$ cat config.mk
export PLATFORM = sky130hd
export DESIGN_NAME = alu_pipe
export DESIGN_NICKNAME = d
export VERILOG_FILES = /design/src/rtl/alu_pkg.sv /design/src/rtl/alu_mul_seq.sv /design/src/rtl/alu_pipe.sv
export SDC_FILE = /design/constraint.sdc
export NUM_CORES = 1
export LEC_CHECK = 0
export CORE_MARGIN = 1.5
export CORE_UTILIZATION = 35
export CTS_BUF_LIST = sky130_fd_sc_hd__clkbuf_4
export DETAILED_ROUTE_END_ITERATION = 16
export GPL_ROUTABILITY_DRIVEN = 0
export GPL_TIMING_DRIVEN = 1
export SLEW_MARGIN = 10
export SYNTH_ARGS = -nofsm -noshare
export SYNTH_HDL_FRONTEND = slang
export SYNTH_SLANG_ARGS = --single-unit
$ cat constraint.sdc
create_clock -name clk -period 1.98 [get_ports clk]
set_clock_uncertainty 0.1 [all_clocks]
set_input_delay 0.594 -clock clk [delete_from_list [all_inputs] [get_ports clk]]
set_output_delay 0.594 -clock clk [all_outputs]
set_load 0.01 [all_outputs]
$ cat src/rtl/alu_pkg.sv
// -----------------------------------------------------------------------------
// alu_pkg
// Shared types and opcode constants for the pipelined mini-ALU (alu_pipe) and
// its iterative multiplier (alu_mul_seq). The two low opcode bits keep the
// legacy AND/OR/SUB/ADD encoding of the old combinational 4-bit ALU.
// Contents:
//   OPC_*   : 3-bit opcode constants, used by the decoder and by benches
//   op_t    : enumerated opcode type built from those constants
//   state_t : control state of alu_pipe (IDLE, MUL)
// -----------------------------------------------------------------------------
package alu_pkg;

    localparam logic [2:0] OPC_AND = 3'b000;
    localparam logic [2:0] OPC_OR  = 3'b001;
    localparam logic [2:0] OPC_SUB = 3'b010;
    localparam logic [2:0] OPC_ADD = 3'b011;
    localparam logic [2:0] OPC_XOR = 3'b100;
    localparam logic [2:0] OPC_SLL = 3'b101;
    localparam logic [2:0] OPC_SRL = 3'b110;
    localparam logic [2:0] OPC_MUL = 3'b111;

    typedef enum logic [2:0] {
        OP_AND = OPC_AND,
        OP_OR  = OPC_OR,
        OP_SUB = OPC_SUB,
        OP_ADD = OPC_ADD,
        OP_XOR = OPC_XOR,
        OP_SLL = OPC_SLL,
        OP_SRL = OPC_SRL,
        OP_MUL = OPC_MUL
    } op_t;

    typedef enum logic {
        IDLE = 1'b0,
        MUL  = 1'b1
    } state_t;

endpackage

$ cat src/rtl/alu_mul_seq.sv
// -----------------------------------------------------------------------------
// alu_mul_seq
// Unsigned shift-add multiplier, one partial product per clock. A start pulse
// captures the operands; WIDTH clock edges later the full 2*WIDTH product is
// ready. done and product are combinational so the caller can register the
// final product on the same edge that performs the last iteration.
// Only instantiated when ALU_MUL_EN is defined.
// Ports:
//   clk      in   rising-edge clock
//   rst_n    in   asynchronous active-low reset (aborts any iteration)
//   start    in   capture a and b, begin iterating
//   a, b     in   WIDTH-bit unsigned operands
//   done     out  high during the cycle whose edge completes the last step
//   product  out  2*WIDTH-bit product, valid while done is high
// -----------------------------------------------------------------------------
module alu_mul_seq #(
    parameter int WIDTH = 8
) (
    input  logic                 clk,
    input  logic                 rst_n,
    input  logic                 start,
    input  logic [WIDTH-1:0]     a,
    input  logic [WIDTH-1:0]     b,
    output logic                 done,
    output logic [2*WIDTH-1:0]   product
);

    localparam int CNT_W = $clog2(WIDTH + 1);

    logic [2*WIDTH-1:0] mcand;
    logic [2*WIDTH-1:0] acc;
    logic [2*WIDTH-1:0] acc_next;
    logic [WIDTH-1:0]   mplier;
    logic [CNT_W-1:0]   count;
    logic               busy;

    // The multiplier LSB selects whether the shifted multiplicand is added in
    // this step; acc_next is what acc becomes after the current iteration.
    always_comb begin
        acc_next = acc;
        if (mplier[0]) begin
            acc_next = acc + mcand;
        end
    end

    assign done    = busy && (count == CNT_W'(1));
    assign product = acc_next;

    // Iteration registers: load on start, then shift the multiplicand left and
    // the multiplier right each cycle while counting WIDTH steps down.
    always_ff @(posedge clk or negedge rst_n) begin
        if (!rst_n) begin
            mcand  <= '0;
            acc    <= '0;
            mplier <= '0;
            count  <= '0;
            busy   <= 1'b0;
        end else if (start) begin
            mcand  <= {{WIDTH{1'b0}}, a};
            acc    <= '0;
            mplier <= b;
            count  <= CNT_W'(WIDTH);
            busy   <= 1'b1;
        end else if (busy) begin
            acc    <= acc_next;
            mcand  <= mcand << 1;
            mplier <= mplier >> 1;
            count  <= count - CNT_W'(1);
            if (count == CNT_W'(1)) begin
                busy <= 1'b0;
            end
        end
    end

endmodule

$ cat src/rtl/alu_pipe.sv
// -----------------------------------------------------------------------------
// alu_pipe
// Handshaked, parametrised ALU between operand issue and writeback. Logic ops,
// add/sub, XOR and logical shifts complete in one cycle; MUL (when compiled in)
// runs through alu_mul_seq for WIDTH cycles. Results and flags sit in an output
// register held stable until the consumer takes them.
// Build option: define ALU_MUL_EN to include the multiplier. Without it, op 111
// completes in one cycle with result 0, flag_z 1 and err 1; result_hi is tied 0.
// Ports:
//   clk, rst_n            clock, asynchronous active-low reset
//   in_valid / in_ready   input handshake (op, in_a, in_b sampled on accept)
//   op                    3-bit opcode (see alu_pkg)
//   in_a, in_b            WIDTH-bit operands, A op B
//   out_valid / out_ready output handshake
//   result, result_hi     result (MUL: low/high product halves)
//   flag_c/z/n/v          carry, zero, negative, signed overflow
//   err                   illegal opcode
// -----------------------------------------------------------------------------
module alu_pipe
    import alu_pkg::*;
#(
    parameter int WIDTH = 8
) (
    input  logic             clk,
    input  logic             rst_n,
    input  logic             in_valid,
    output logic             in_ready,
    input  logic [2:0]       op,
    input  logic [WIDTH-1:0] in_a,
    input  logic [WIDTH-1:0] in_b,
    output logic             out_valid,
    input  logic             out_ready,
    output logic [WIDTH-1:0] result,
    output logic [WIDTH-1:0] result_hi,
    output logic             flag_c,
    output logic             flag_z,
    output logic             flag_n,
    output logic             flag_v,
    output logic             err
);

    localparam int SHAMT_W = (WIDTH > 2) ? $clog2(WIDTH) : 1;
    localparam logic [WIDTH:0] ONE_EXT = 1;

    op_t                op_e;
    logic               accept;
    logic [WIDTH:0]     add_sum;
    logic [WIDTH:0]     sub_sum;
    logic [WIDTH:0]     sll_ext;
    logic [WIDTH:0]     srl_ext;
    logic [SHAMT_W-1:0] shamt;

    logic [WIDTH-1:0]   alu_res;
    logic               alu_c;
    logic               alu_v;
    logic               alu_err;

    logic               load;
    logic [WIDTH-1:0]   ld_res;
    logic               ld_c;
    logic               ld_v;
    logic               ld_err;

    assign op_e   = op_t'(op);
    assign accept = in_valid && in_ready;

    // The shifters carry one extra bit so the last bit shifted out lands in a
    // fixed position; amounts beyond WIDTH shift everything out and give zero.
    assign add_sum = {1'b0, in_a} + {1'b0, in_b};
    assign sub_sum = {1'b0, in_a} + {1'b0, ~in_b} + ONE_EXT;
    assign shamt   = in_b[SHAMT_W-1:0];
    assign sll_ext = {1'b0, in_a} << shamt;
    assign srl_ext = {in_a, 1'b0} >> shamt;

    // Single-cycle datapath. For SUB the carry is the no-borrow bit (A >= B).
    always_comb begin
        alu_res = '0;
        alu_c   = 1'b0;
        alu_v   = 1'b0;
        alu_err = 1'b0;
        case (op_e)
            OP_AND: alu_res = in_a & in_b;
            OP_OR:  alu_res = in_a | in_b;
            OP_XOR: alu_res = in_a ^ in_b;
            OP_ADD: begin
                alu_res = add_sum[WIDTH-1:0];
                alu_c   = add_sum[WIDTH];
                alu_v   = (in_a[WIDTH-1] == in_b[WIDTH-1]) &&
                          (add_sum[WIDTH-1] != in_a[WIDTH-1]);
            end
            OP_SUB: begin
                alu_res = sub_sum[WIDTH-1:0];
                alu_c   = sub_sum[WIDTH];
                alu_v   = (in_a[WIDTH-1] != in_b[WIDTH-1]) &&
                          (sub_sum[WIDTH-1] != in_a[WIDTH-1]);
            end
            OP_SLL: begin
                alu_res = sll_ext[WIDTH-1:0];
                alu_c   = sll_ext[WIDTH];
            end
            OP_SRL: begin
                alu_res = srl_ext[WIDTH:1];
                alu_c   = srl_ext[0];
            end
            OP_MUL: begin
`ifdef ALU_MUL_EN
                alu_err = 1'b0;
`else
                alu_err = 1'b1;
`endif
            end
            default: alu_err = 1'b1;
        endcase
    end

`ifdef ALU_MUL_EN
    state_t             state;
    state_t             state_next;
    logic               mul_start;
    logic               mul_done;
    logic [2*WIDTH-1:0] mul_product;
    logic [WIDTH-1:0]   ld_hi;
    logic [WIDTH-1:0]   hi_q;

    assign mul_start = accept && (op_e == OP_MUL);
    assign in_ready  = (state == IDLE) && (!out_valid || out_ready);
    assign result_hi = hi_q;

    alu_mul_seq #(.WIDTH(WIDTH)) u_mul (
        .clk     (clk),
        .rst_n   (rst_n),
        .start   (mul_start),
        .a       (in_a),
        .b       (in_b),
        .done    (mul_done),
        .product (mul_product)
    );

    // Control state register: IDLE accepts work, MUL waits for the multiplier.
    always_ff @(posedge clk or negedge rst_n) begin
        if (!rst_n) begin
            state <= IDLE;
        end else begin
            state <= state_next;
        end
    end

    // Next state plus selection of what the output register loads. Accepting
    // a MUL pops any old result but loads nothing until the product is done,
    // so the register is always free when the multiplier finishes.
    always_comb begin
        state_next = state;
        load       = 1'b0;
        ld_res     = alu_res;
        ld_hi      = '0;
        ld_c       = alu_c;
        ld_v       = alu_v;
        ld_err     = alu_err;
        case (state)
            IDLE: begin
                if (mul_start) begin
                    state_next = MUL;
                end else if (accept) begin
                    load = 1'b1;
                end
            end
            MUL: begin
                if (mul_done) begin
                    state_next = IDLE;
                    load       = 1'b1;
                    ld_res     = mul_product[WIDTH-1:0];
                    ld_hi      = mul_product[2*WIDTH-1:WIDTH];
                    ld_c       = |mul_product[2*WIDTH-1:WIDTH];
                    ld_v       = 1'b0;
                    ld_err     = 1'b0;
                end
            end
            default: state_next = IDLE;
        endcase
    end

    // High product half; every non-MUL load writes zero here.
    always_ff @(posedge clk or negedge rst_n) begin
        if (!rst_n) begin
            hi_q <= '0;
        end else if (load) begin
            hi_q <= ld_hi;
        end
    end
`else
    assign in_ready  = !out_valid || out_ready;
    assign result_hi = '0;

    // Every accepted op, including the illegal 111, completes in one cycle.
    always_comb begin
        load   = accept;
        ld_res = alu_res;
        ld_c   = alu_c;
        ld_v   = alu_v;
        ld_err = alu_err;
    end
`endif

    // Output register: a load wins over a pop, so a simultaneous pop and
    // accept replaces the old result without a bubble. Otherwise the contents
    // stay put while the consumer stalls, and out_valid drops once consumed.
    always_ff @(posedge clk or negedge rst_n) begin
        if (!rst_n) begin
            out_valid <= 1'b0;
            result    <= '0;
            flag_c    <= 1'b0;
            flag_z    <= 1'b0;
            flag_n    <= 1'b0;
            flag_v    <= 1'b0;
            err       <= 1'b0;
        end else if (load) begin
            out_valid <= 1'b1;
            result    <= ld_res;
            flag_c    <= ld_c;
            flag_z    <= (ld_res == '0);
            flag_n    <= ld_res[WIDTH-1];
            flag_v    <= ld_v;
            err       <= ld_err;
        end else if (out_valid && out_ready) begin
            out_valid <= 1'b0;
        end
    end

endmodule

==> key figures <==
Pwr
  – Clock power share: 10.5%
  – Cell internal pwr: 1.00 mW
  – Leakage Power: 1.84 nW
  – Peak supply drop: 446 uV
  – Sw Ratio: 37.9%
  – Power per Cell Area: 394 mW/mm2
  – Comb power frac: 69.1%
  – Psw: 610 uW
  – Reg power frac: 20.4%

Cells and area
  – Final #Nets: 484
  – Fin util: 64.1%
  – FILL cells: 539
  – Commonest non-fill, non-tap cells in the layout: buf_4 (98), nand2_1 (23), buf_6 (17), clkdlybuf4s50_1 (17), a21oi_1 (16)
  – Most common cell after layout, fill and taps aside: buf_4
  – N_diodes: 0
  – Register area: 325 um2
  – Synth-to-Final Area Change: 76.1%
  – Multi-input gate area: 0.00225 mm2
  – Ratio of cells with drive above 1 in the final layout: 52.5%

GRT
  – Largest net degree at the start of global routing: 19
  – Global-route wire length before repair: 13600 um
  – Vias in the first global route: 2843
  – GRT Total Usage: 23.1%
  – Total global routing overflow: 0
  – Initial antenna violation count: 0

Timing
  – Setup violators final: 10
  – Tcrit/Tclk final: 127%
  – Worst slew margin: 63.0%
  – Final hold vios: 0
  – Hold slack: 0.382 ns
  – Period minus WS final: 2.52 ns
  – Worst slew pin tran: 0.553 ns
  – Setup ws final: -0.540 ns
  – Unrepaired setup endpoints after global routing: true
  – Max Slew Vio Count: 0
  – Achievable Freq: 397 MHz

Floorplanning
  – Core area: 0.00639 mm2
  – Die span in y: 84.5 um
  – Initial Util: 36.4%
  – Die Footprint: 0.00714 mm2
  – Row Count: 29
  – Die W: 84.5 um
  – I/O pins: 46

Outcome
  – Outcome: finished with violations
  – Failing checks: setup timing

Synthesis
  – YS warnings: 0
  – Synthesized cell area: 0.00233 mm2
  – Mux share of post-synthesis cell area: 12.0%
  – Predominant post-synthesis flop cell: dfrtp_1
  – Register bit total from synthesis: 13
  – Synth Area in XOR/XNOR: 3.39%
  – Post-synthesis compound-gate area fraction: 26.3%
  – Largest area contributor in the netlist: dfrtp_1
  – Largest family of logic cells by synthesized area: compound AO/OA/AOI/OAI gates
  – Post-Synth Simple-Gate Area: 18.0%
  – Fraction of registers with async set/reset: 100%
  – Adder-cell share of the synthesized area: 15.7%
  – Top area cells in the synthesized netlist: dfrtp_1 (14%), ha_1 (14%), mux2i_1 (4.7%), a21oi_1 (4.3%), mux4_2 (3.9%)
  – Sequential cell area fraction in the yosys report: 14.0%
  – Synthesized area per cell: 7.86 um2
  – EDFF count, synth: 0
  – Post-synth top area share: 14.0%
  – Netlist cell types: 59
  – Cells after Synth: 296

Clock tree
  – Root Buffer: clkbuf_4
  – CTS tree: built
  – Num CTS Buffers: 3
  – CTS H-tree depth: 1
  – Clock Sinks: 13
  – Clk_lat worst skew: 0.26 ns
  – Clock Pin Slew Worst Setup and Hold Paths: 0.08 ns
  – Clock Path Buffers: 2

Routing
  – Routed met3 length: 536 um
  – Overall routed net length: 8280 um
  – M1 wire length: 3400 um
  – Drt drc: 0
  – Via density: 5.30
  – Routed length per placed instance: 16.3 um
  – Vias: 2698
  – Post-route ant nets: 0
  – Routed met2 length: 4170 um
  – Starting DRT DRC Count: 231
  – DRT Pass-1 Iters: 4
  – Max Used Layer: met4

Critical path
  – WS Path Type: primary input to flip-flop
  – Crit-path max FO: 3
  – CP Data Required Time: 2.04 ns
  – Worst EP arrival: 2.58 ns
  – CP Capture Type: flip-flop
  – Startpoint type of the worst setup path: primary input

Hold path
  – Hold Path Class: flip-flop to flip-flop

Place
  – Number of port buffers: 37
  – DP Wirelength: 6240 um

Flow run
  – Max-Cap Viols: 0
[synthesized netlist by cell type (6+ instances only)]
cell type,n
dfrtp_1,13
mux2_2,7
nor2_1,20
o21ai_0,16
buf_2,9
ha_1,26
nand2b_1,8
a21oi_1,20
a21o_1,6
nand2_1,24
buf_4,9
inv_1,21
xnor2_1,8
a211oi_1,6
nor3_1,9
clkbuf_1,6
mux2i_1,11
[stage by stage]
step	worst slack [ns]	cell area, um2	power (mW)	cells	setup TNS (ns)
finish	-0.540	4100	1.61	509	-3.29
global placement	-1.30	3450	1.22	484	-12.31
global route	-0.640	4100	1.72	509	-3.97
CTS	-0.496	3970	1.56	508	-3.30
detailed placement	-1.37	3450	1.23	484	-12.86
floorplan	-0.832	2460	0.815	303	-4.54
[cell families after synthesis]
group | count (synthesis)
multiplexers | 22
adder cells (fa/ha/maj) | 28
buffers and inverters | 49
XOR/XNOR | 9
AO/OA/AOI/OAI | 89
flip-flops | 13
other | 1
AND/OR/NAND/NOR | 85
[registers in the layout, summed over array words and instances (netlist names)]
signal     flops
err            1
flag_c         1
flag_z         1
flag_v         1
result         8
out_valid      1
[what timing repair did]
item / 4_1_cts / 5_1_grt
pin swaps: 44 / 21
gates resized for setup: 160 / 28
buffers inserted: 22 / 1
cloned: 1 / 0
hold buffers: 0 / 0
endpoints found under the setup margin: 12 / 11
[cell type report]
class	instances	share of cell area, %
flip-flops and latches	13	7.94
repair buffers	152	31.4
clock buffers	4	0.733
inverters	22	2.63
well taps	77	2.35
multi-input cells	241	54.9
[power groups by stage]
stage	Combinational, mW	Clock, mW	Sequential (mW)
after detailed placement	0.898	0	0.335
final	1.11	0.169	0.329
after global placement	0.884	0	0.333
after floorplan	0.462	0	0.353
after CTS	1.05	0.177	0.330
after global routing	1.20	0.187	0.335
[worst max-delay path, cell delays in order]
cell	delay, ns
buf_12	0.10
ha_4	0.13
inv_2	0.04
fa_2	0.53
nand2_1	0.05
o211ai_1	0.11
a21oi_2	0.10
a211oi_2	0.25
o2111a_1	0.26
nand3_2	0.08
o41ai_2	0.34
[metal layers]
metal	track usage [%]	vias to the layer above
li1	-	1332
met1	28.9	1247
met2	41.8	103
met3	2.95	16
met4	6.16	0
met5	0	-
[final timing paths]
check / start / endpoint / slack (ns) / cells after the start
min in group asynchronous: rst_n / result[4]$_DFFE_PN0P_ / 0.59 / 1
setup reg to reg: out_valid$_DFFE_PN0P_ / flag_z$_DFFE_PN0P_ / 0.24 / 6
hold / removal: result[0]$_DFFE_PN0P_ / result[0]$_DFFE_PN0P_ / 0.38 / 2
hold reg to reg: result[0]$_DFFE_PN0P_ / result[0]$_DFFE_PN0P_ / 0.38 / 2
max in group asynchronous: rst_n / result[3]$_DFFE_PN0P_ / 0.83 / 1
setup / recovery: in_a[0] / flag_z$_DFFE_PN0P_ / -0.54 / 11
Power figures use the tool's default switching activity.
